`src/rtl/multicycle_pkg.sv`:
```
// Shared encodings for the multi-cycle CPU control path: opcodes, FSM states,
// datapath mux selects and the bundled control-line struct.
package multicycle_pkg;

   localparam logic [5:0] OP_R    = 6'b000000;
   localparam logic [5:0] OP_LW   = 6'b100011;
   localparam logic [5:0] OP_SW   = 6'b101011;
   localparam logic [5:0] OP_BEQ  = 6'b000100;
   localparam logic [5:0] OP_BNE  = 6'b000101;
   localparam logic [5:0] OP_ADDI = 6'b001000;
   localparam logic [5:0] OP_J    = 6'b000010;

   typedef enum logic [3:0] {
      S_FETCH   = 4'd0,
      S_DECODE  = 4'd1,
      S_MEMADR  = 4'd2,
      S_MEMRD   = 4'd3,
      S_MEMWB   = 4'd4,
      S_MEMWR   = 4'd5,
      S_RTYPEEX = 4'd6,
      S_RTYPEWB = 4'd7,
      S_BEQEX   = 4'd8,
      S_BNEEX   = 4'd9,
      S_ADDIEX  = 4'd10,
      S_ADDIWB  = 4'd11,
      S_JEX     = 4'd12,
      S_ILLEGAL = 4'd13
   } state_t;

   localparam logic [1:0] SRCB_B      = 2'b00;
   localparam logic [1:0] SRCB_FOUR   = 2'b01;
   localparam logic [1:0] SRCB_IMM    = 2'b10;
   localparam logic [1:0] SRCB_IMM_SH = 2'b11;

   localparam logic [1:0] ALUOP_ADD   = 2'b00;
   localparam logic [1:0] ALUOP_SUB   = 2'b01;
   localparam logic [1:0] ALUOP_FUNCT = 2'b10;

   localparam logic [1:0] PCSRC_ALU    = 2'b00;
   localparam logic [1:0] PCSRC_ALUOUT = 2'b01;
   localparam logic [1:0] PCSRC_JUMP   = 2'b10;

   typedef struct packed {
      logic       pc_write;
      logic       pc_write_if_zero;
      logic       pc_write_if_nonzero;
      logic       iord;
      logic       mem_read;
      logic       mem_write;
      logic       ir_write;
      logic       mem_to_reg;
      logic       reg_dst;
      logic       reg_write;
      logic       alu_src_a;
      logic [1:0] alu_src_b;
      logic [1:0] alu_op;
      logic [1:0] pc_source;
      logic       illegal_op;
   } ctrl_t;

endpackage

```
`src/rtl/multicycle_control_decode.sv`:
```
// Combinational decode of FSM state (plus memory-ready in FETCH) into the
// datapath control lines; everything is held low while reset is asserted.
module control_decode
   import multicycle_pkg::*;
(
   input  logic   rst_i,
   input  state_t state_i,
   input  logic   mem_rdy_i,
   output ctrl_t  ctrl_o
);

   always_comb begin
      ctrl_o = '0;
      if (!rst_i) begin
         case (state_i)
            S_FETCH: begin
               ctrl_o.mem_read  = 1'b1;
               ctrl_o.alu_src_b = SRCB_FOUR;
               // IR load and PC+4 commit only in the cycle the fetch completes
               ctrl_o.ir_write  = mem_rdy_i;
               ctrl_o.pc_write  = mem_rdy_i;
            end
            S_DECODE:  ctrl_o.alu_src_b = SRCB_IMM_SH;
            S_MEMADR: begin
               ctrl_o.alu_src_a = 1'b1;
               ctrl_o.alu_src_b = SRCB_IMM;
            end
            S_MEMRD: begin
               ctrl_o.mem_read = 1'b1;
               ctrl_o.iord     = 1'b1;
            end
            S_MEMWB: begin
               ctrl_o.reg_write  = 1'b1;
               ctrl_o.mem_to_reg = 1'b1;
            end
            S_MEMWR: begin
               ctrl_o.mem_write = 1'b1;
               ctrl_o.iord      = 1'b1;
            end
            S_RTYPEEX: begin
               ctrl_o.alu_src_a = 1'b1;
               ctrl_o.alu_src_b = SRCB_B;
               ctrl_o.alu_op    = ALUOP_FUNCT;
            end
            S_RTYPEWB: begin
               ctrl_o.reg_write = 1'b1;
               ctrl_o.reg_dst   = 1'b1;
            end
            S_BEQEX, S_BNEEX: begin
               ctrl_o.alu_src_a           = 1'b1;
               ctrl_o.alu_op              = ALUOP_SUB;
               ctrl_o.pc_source           = PCSRC_ALUOUT;
               ctrl_o.pc_write_if_zero    = (state_i == S_BEQEX);
               ctrl_o.pc_write_if_nonzero = (state_i == S_BNEEX);
            end
            S_ADDIEX: begin
               ctrl_o.alu_src_a = 1'b1;
               ctrl_o.alu_src_b = SRCB_IMM;
            end
            S_ADDIWB:  ctrl_o.reg_write = 1'b1;
            S_JEX: begin
               ctrl_o.pc_write  = 1'b1;
               ctrl_o.pc_source = PCSRC_JUMP;
            end
            S_ILLEGAL: ctrl_o.illegal_op = 1'b1;
            default:   ctrl_o = '0;
         endcase
      end
   end

endmodule

```
`src/rtl/multicycle_control.sv`:
```
// Main control FSM of the multi-cycle MIPS-subset CPU: sequences one
// instruction at a time and counts retired instructions.
module multicycle_control
   import multicycle_pkg::*;
#(
   parameter int MEM_WAIT_EN = 1,
   parameter int CNT_W       = 32
) (
   input  logic             clk,
   input  logic             reset,
   input  logic [5:0]       op,
   input  logic             memReady,
   output logic             PCWrite,
   output logic             PCWriteIfZero,
   output logic             PCWriteIfNonZero,
   output logic             IorD,
   output logic             MemRead,
   output logic             MemWrite,
   output logic             IRWrite,
   output logic             MemtoReg,
   output logic             RegDst,
   output logic             RegWrite,
   output logic             ALUSrcA,
   output logic [1:0]       ALUSrcB,
   output logic [1:0]       ALUOp,
   output logic [1:0]       PCSource,
   output logic             illegalOp,
   output logic [3:0]       state,
   output logic [CNT_W-1:0] retired
);

   state_t           state_q, state_d;
   logic [CNT_W-1:0] retired_q, retired_d;
   logic             mem_rdy;
   logic             retire;
   ctrl_t            ctrl;

   assign mem_rdy = (MEM_WAIT_EN != 0) ? memReady : 1'b1;

   always_comb begin
      state_d = state_q;
      retire  = 1'b0;
      case (state_q)
         S_FETCH:  if (mem_rdy) state_d = S_DECODE;
         S_DECODE: begin
            case (op)
               OP_LW, OP_SW: state_d = S_MEMADR;
               OP_R:         state_d = S_RTYPEEX;
               OP_BEQ:       state_d = S_BEQEX;
               OP_BNE:       state_d = S_BNEEX;
               OP_ADDI:      state_d = S_ADDIEX;
               OP_J:         state_d = S_JEX;
               default:      state_d = S_ILLEGAL;
            endcase
         end
         // IR is stable here, so op still selects load versus store
         S_MEMADR:  state_d = (op == OP_SW) ? S_MEMWR : ((op == OP_LW) ? S_MEMRD : S_FETCH);
         S_MEMRD:   if (mem_rdy) state_d = S_MEMWB;
         S_MEMWR: begin
            if (mem_rdy) begin
               state_d = S_FETCH;
               retire  = 1'b1;
            end
         end
         S_RTYPEEX: state_d = S_RTYPEWB;
         S_ADDIEX:  state_d = S_ADDIWB;
         S_MEMWB, S_RTYPEWB, S_BEQEX, S_BNEEX, S_ADDIWB, S_JEX: begin
            state_d = S_FETCH;
            retire  = 1'b1;
         end
         S_ILLEGAL: state_d = S_FETCH;
         default:   state_d = S_FETCH;
      endcase
   end

   assign retired_d = retire ? retired_q + CNT_W'(1) : retired_q;

   always_ff @(posedge clk or posedge reset) begin
      if (reset) begin
         state_q   <= S_FETCH;
         retired_q <= '0;
      end else begin
         state_q   <= state_d;
         retired_q <= retired_d;
      end
   end

   control_decode u_decode (
      .rst_i     (reset),
      .state_i   (state_q),
      .mem_rdy_i (mem_rdy),
      .ctrl_o    (ctrl)
   );

   assign PCWrite          = ctrl.pc_write;
   assign PCWriteIfZero    = ctrl.pc_write_if_zero;
   assign PCWriteIfNonZero = ctrl.pc_write_if_nonzero;
   assign IorD             = ctrl.iord;
   assign MemRead          = ctrl.mem_read;
   assign MemWrite         = ctrl.mem_write;
   assign IRWrite          = ctrl.ir_write;
   assign MemtoReg         = ctrl.mem_to_reg;
   assign RegDst           = ctrl.reg_dst;
   assign RegWrite         = ctrl.reg_write;
   assign ALUSrcA          = ctrl.alu_src_a;
   assign ALUSrcB          = ctrl.alu_src_b;
   assign ALUOp            = ctrl.alu_op;
   assign PCSource         = ctrl.pc_source;
   assign illegalOp        = ctrl.illegal_op;
   assign state            = state_q;
   assign retired          = retired_q;

endmodule

```
`config.mk`:
```
export PLATFORM = sky130hd
export DESIGN_NAME = multicycle_control
export DESIGN_NICKNAME = d
export VERILOG_FILES = /design/src/rtl/multicycle_pkg.sv /design/src/rtl/multicycle_control_decode.sv /design/src/rtl/multicycle_control.sv
export SDC_FILE = /design/constraint.sdc
export NUM_CORES = 1
export LEC_CHECK = 0
export BUFFER_PORTS_ARGS = -buffer_cell sky130_fd_sc_hd__buf_2
export CAP_MARGIN = 40
export CORE_MARGIN = 4
export CORE_UTILIZATION = 46
export CTS_CLUSTER_DIAMETER = 150
export DETAILED_ROUTE_END_ITERATION = 8
export PLACE_DENSITY_LB_ADDON = 0.25
export RECOVER_POWER = 50
export SLEW_MARGIN = 20
export SYNTH_ARGS = -nofsm -noshare
export SYNTH_HDL_FRONTEND = slang
export SYNTH_SLANG_ARGS = --single-unit
export TNS_END_PERCENT = 20
```
`constraint.sdc`:
```
create_clock -name clk -period 1.95 [get_ports clk]
set_input_delay 0.2925 -clock clk [delete_from_list [all_inputs] [get_ports clk]]
set_output_delay 0.2925 -clock clk [all_outputs]
set_load 0.01 [all_outputs]
```
# Word-level counts from Yosys, hierarchy flattened
# Index checks and enable logic that the tools add are counted.
# totals
regBits	36
input_bits	9
out_inout_bits	54
# op_classes
n_addsub	1
eq_ne	22
n_mux	24
reduce_logical	11
# op_table
op	n
adder 32 x 1 -> 32 bit, second input constant	1
case mux 4 bit (7 select lines)	1
equality test 4 bit, second input constant	6
case mux 4 bit (6 select lines)	1
two-way mux 18 bit	1
equality test 4 x 3 -> 1 bit, second input constant	4
equality test 6 x 3 -> 1 bit, second input constant	2
equality test 6 bit, second input constant	2
two-way mux 4 bit	3
two-way mux 1 bit	10
OR reduction 2 bit	5
equality test 4 x 2 -> 1 bit, second input constant	2
case mux 2 bit (2 select lines)	2
equality test 6 x 2 -> 1 bit, second input constant	1
equality test 6 x 4 -> 1 bit, second input constant	1
zero test 6 bit	1
inequality test 2 bit, second input constant	3
case mux 2 bit (3 select lines)	1
OR reduction 6 bit	1
OR reduction 5 bit	1
equality test 4 x 1 -> 1 bit, second input constant	1
zero test 4 bit	1
two-way mux 2 bit	2
case mux 1 bit (2 select lines)	2
other kinds (3)	3

# Logic depth before layout (Yosys ltp)
# depth
depth_word	4
ltp_mapped	7
mapped_depth_nobuf	5

# By module
# Synthesis repeated with hierarchy kept, for this count alone.
# hier_totals
cells_unflattened	228
hier_area_um2	2239.6
# by_module_without_submodules
module	instances	cells_each	area_per_inst_um2	seq_area_each_um2
multicycle_control	1	192	1970.6	900.9
control_decode	1	36	269.0	0.0

# Worst setup path after synthesis
# No wires, ideal clock.
# synth_timing
path_kind	register to register
startpoint	reg state_q[2] (netlist: state[2])
endpoint	reg retired_q[22] (netlist: retired[22])
setup_ns	0.126
arrival_ns	1.782
t_required_ns	1.824
path_slack_ns	0.042
path_stages_with_launch	8
n_path_buf	2
period_less_slack_ns	1.908
cell_sequence	dfrtp_1 > buf_6 > and3_4 > nor4_4 > and4_1 > buf_2 > nand4_1 > xnor2_1
# synth_via
elab_chain_len	3
elab_cells_between_ends	9
# synth_lines
item	line_no	rtl
start: declaration	multicycle_control.sv:32	state_t state_q, state_d;
start signal: assignment	multicycle_control.sv:83	state_q <= state_d;
equality test 4 x 3 -> 1 bit or equality test 4 bit (tied branches)	multicycle_control.sv:43	case (state_q)
OR reduction 6 bit	multicycle_control.sv:43	
case mux 1 bit (2 select lines) (*)	multicycle_control.sv:43	
end signal: assignment	multicycle_control.sv:84	retired_q <= retired_d;
end: declaration	multicycle_control.sv:33	logic [CNT_W-1:0] retired_q, retired_d;
# Mark *: on every way between the ends. The rest lies on a longest branch, timed or not.
# A chain may end at the register's enable or synchronous reset.

# Final worst setup path
# layout_timing
startpoint	reg state_q[0] (netlist: state[0])
endpoint	out PCWrite
# layout_via
elab_chain_len	3
elab_cells_between_ends	4
# layout_lines
item	line_no	rtl
equality test 4 bit or zero test 4 bit (tied branches)	multicycle_control_decode.sv:15	case (state_i)
case mux 1 bit (2 select lines) (*)	multicycle_control_decode.sv:15	
two-way mux 18 bit (*)	multicycle_control_decode.sv:14	if (!rst_i) begin
end: declaration	multicycle_control.sv:13	output logic PCWrite,
# Marked as above.

==> results.sh <==
export IMPL_fillerInstances=415
export IMPL_clk_pin_slew_worst_paths_ps=70
export IMPL_holdWs_ps=368
export IMPL_setup_viol=0
export IMPL_postRouteAntennaNets=0
export IMPL_grt_pass1_vias=1634
export IMPL_finalWorstSetupSlack_ps=64.9
export IMPL_place_area_mm2=0.00247
export IMPL_grt_max_degree=37
export IMPL_worstPathMaxFanout=17
export IMPL_ys_flop_type="dfrtp_1"
export IMPL_cts_tree="built"
export IMPL_place_congestion=0.803
export IMPL_path_class="reg2out"
export IMPL_vias=1816
export IMPL_syn_area_mm2=0.00209
export IMPL_reg2reg_slack_ps=140
export IMPL_p_total_mw=2.52
export IMPL_routed_via_density=5.19
export IMPL_avgRoutedWirePerCell_um=12.7
export IMPL_avgSynthCellArea_um2=9.10
export IMPL_timing_final_crit_share=0.967
export IMPL_pre_cts_ws_ps=139
export IMPL_seq_area_um2=901
export IMPL_rows=24
export IMPL_antenna_found_initial=0
export IMPL_synthCells=230
export IMPL_h_tree_depth=2
export IMPL_io_pins=63
export IMPL_portBuffers=62
export IMPL_ys_ff_latch=36
export IMPL_synth_top_area_share=0.431
export IMPL_drtIter0Drc=82
export IMPL_wl_um=4440
export IMPL_crit_required_ps=1660
export IMPL_fin_crit_ps=1890
export IMPL_hold_viol=0
export IMPL_initial_core_util=0.477
export IMPL_die_w_um=75.4
export IMPL_cts_buffer_depth=2
export IMPL_maxSlewHeadroom=0.411
export IMPL_area_delta_synth_final_pct=22.7
export IMPL_cts_inserted_buffers=5
export IMPL_ys_warn_count=0
export IMPL_diodes=0
export IMPL_grt_pass1_wl_um=7200
export IMPL_nets=307
export IMPL_fin_skew_ps=8.40
export IMPL_synthTopCellsByArea="dfrtp_1, xnor2_1, xor2_1"
export IMPL_clock_sinks=36
export IMPL_drive_gt1_frac=0.235
export IMPL_rsz0062_at_grt="yes"
export IMPL_status="completed"
export IMPL_core_area_mm2=0.00438
export IMPL_dp_hpwl_um=3380
export IMPL_ys_seq_area_frac=0.431
export IMPL_async_flop_share=1.00
export IMPL_hp_class="in2reg"
export IMPL_power_density_mw_per_mm2=981
export IMPL_route_detailed_drc=0
export IMPL_fmax_mhz=530
export IMPL_fin_area_mm2=0.00257
export IMPL_slew_viol_final=0
export IMPL_synth_cell_types=42
export IMPL_layoutNonFillerInstCount=350
export IMPL_synth_edf_count=0
export IMPL_worst_pin_slew_ps=884
export IMPL_drv_cap=0
export IMPL_grt_overflow=0
export IMPL_utilization=0.585
export IMPL_start_kind="flop"
export IMPL_die_height_um=75.4
export IMPL_irDropWorstVdd_v=0.000394
export IMPL_fin_tns_setup_ps=0
export IMPL_multi_input_area_mm2=0.00112
export IMPL_clkLatencyLatePin_ps=280
export IMPL_arrival_ps=1590
export IMPL_p_leak_nw=1.22
export IMPL_ys_top_cells_by_count="dfrtp_1, nor2_1, nand2_1"
export IMPL_grtUsageTotal=0.161
export IMPL_dr_pass1_iters=4
export IMPL_setup_worst_path_end_class="output port"
export IMPL_yosysTopAreaCell="dfrtp_1"
export IMPL_die_area_mm2=0.00569
export IMPL_yosysMostFrequentCell="dfrtp_1"
export IMPL_syn_nets=240
export IMPL_dp_cells=341
export IMPL_clock_tree_root_cell="clkbuf_8"
[cell families after synthesis]
group	synth area share
buffers and inverters	0.0478
AND/OR/NAND/NOR	0.304
AO/OA/AOI/OAI	0.0544
adder cells (fa/ha/maj)	0.0108
flip-flops	0.431
XOR/XNOR	0.142
multiplexers	0.0102
[state kept, by name, summed over array words and instances, names as in the netlist]
name     cells
state        4
retired     32
[path summary, 6_finish.rpt]
path                            cells past startpoint     endpoint   startpoint
worst max-delay path                                5      PCWrite     state[0]
worst min-delay path                                2     state[1]        op[3]
worst max register to register                      5  retired[31]   retired[2]
worst min register to register                      1  retired[31]  retired[31]
max in group asynchronous                           3  retired[16]        reset
min in group asynchronous                           3  retired[22]        reset
[critical path, cell delays in order, from the launching register on]
cell and delay [ps]:
dfrtp_1 380, buf_4 230, nor2_1 100, and3_1 190, or2_2 280, buf_2 140
[per-layer routing]
layer  wire length [um]  GRT usage  vias up
li1                   -          -      920
met1               2000      0.214      852
met2               2160      0.264       39
met3                223     0.0343        5
met4                 52     0.0466        0
met5                  0          0        -
[timing repair]
item                       in CTS  in global routing
setup endpoints to repair       2                  7
buffers inserted                1                  0
hold endpoints to repair        0                  0
pin swaps                       0                  0
gates resized for setup         2                  6
hold buffers                    0                  0
[where the power goes]
part           internal (mW)  switching (mW)
Sequential             0.839          0.0999
Clock                  0.249           0.259
Combinational          0.463           0.608
[layout make-up]
type	count	area share
Inverter	6	0.00878
Sequential cell	36	0.351
Clock buffer	5	0.0268
Timing Repair Buffer	74	0.144
Tap cell	52	0.0254
Multi-Input combinational cell	174	0.437
Clock inverter	3	0.00731
[placed cells by master, fill, tap and decap left out, types with 3 or more instances in the layout]
master	instances
buf_2	36
dfrtp_1	36
clkbuf_1	26
nor2_1	25
nand2_1	23
xnor2_1	19
xor2_1	15
nand3_1	15
nor3_1	13
buf_4	10
and3_1	6
inv_1	6
nand4_1	6
nor2b_1	5
o21ai_0	5
clkbuf_8	5
and2_1	4
a21oi_1	4
nand2b_1	3
Power figures use the tool's default switching activity.
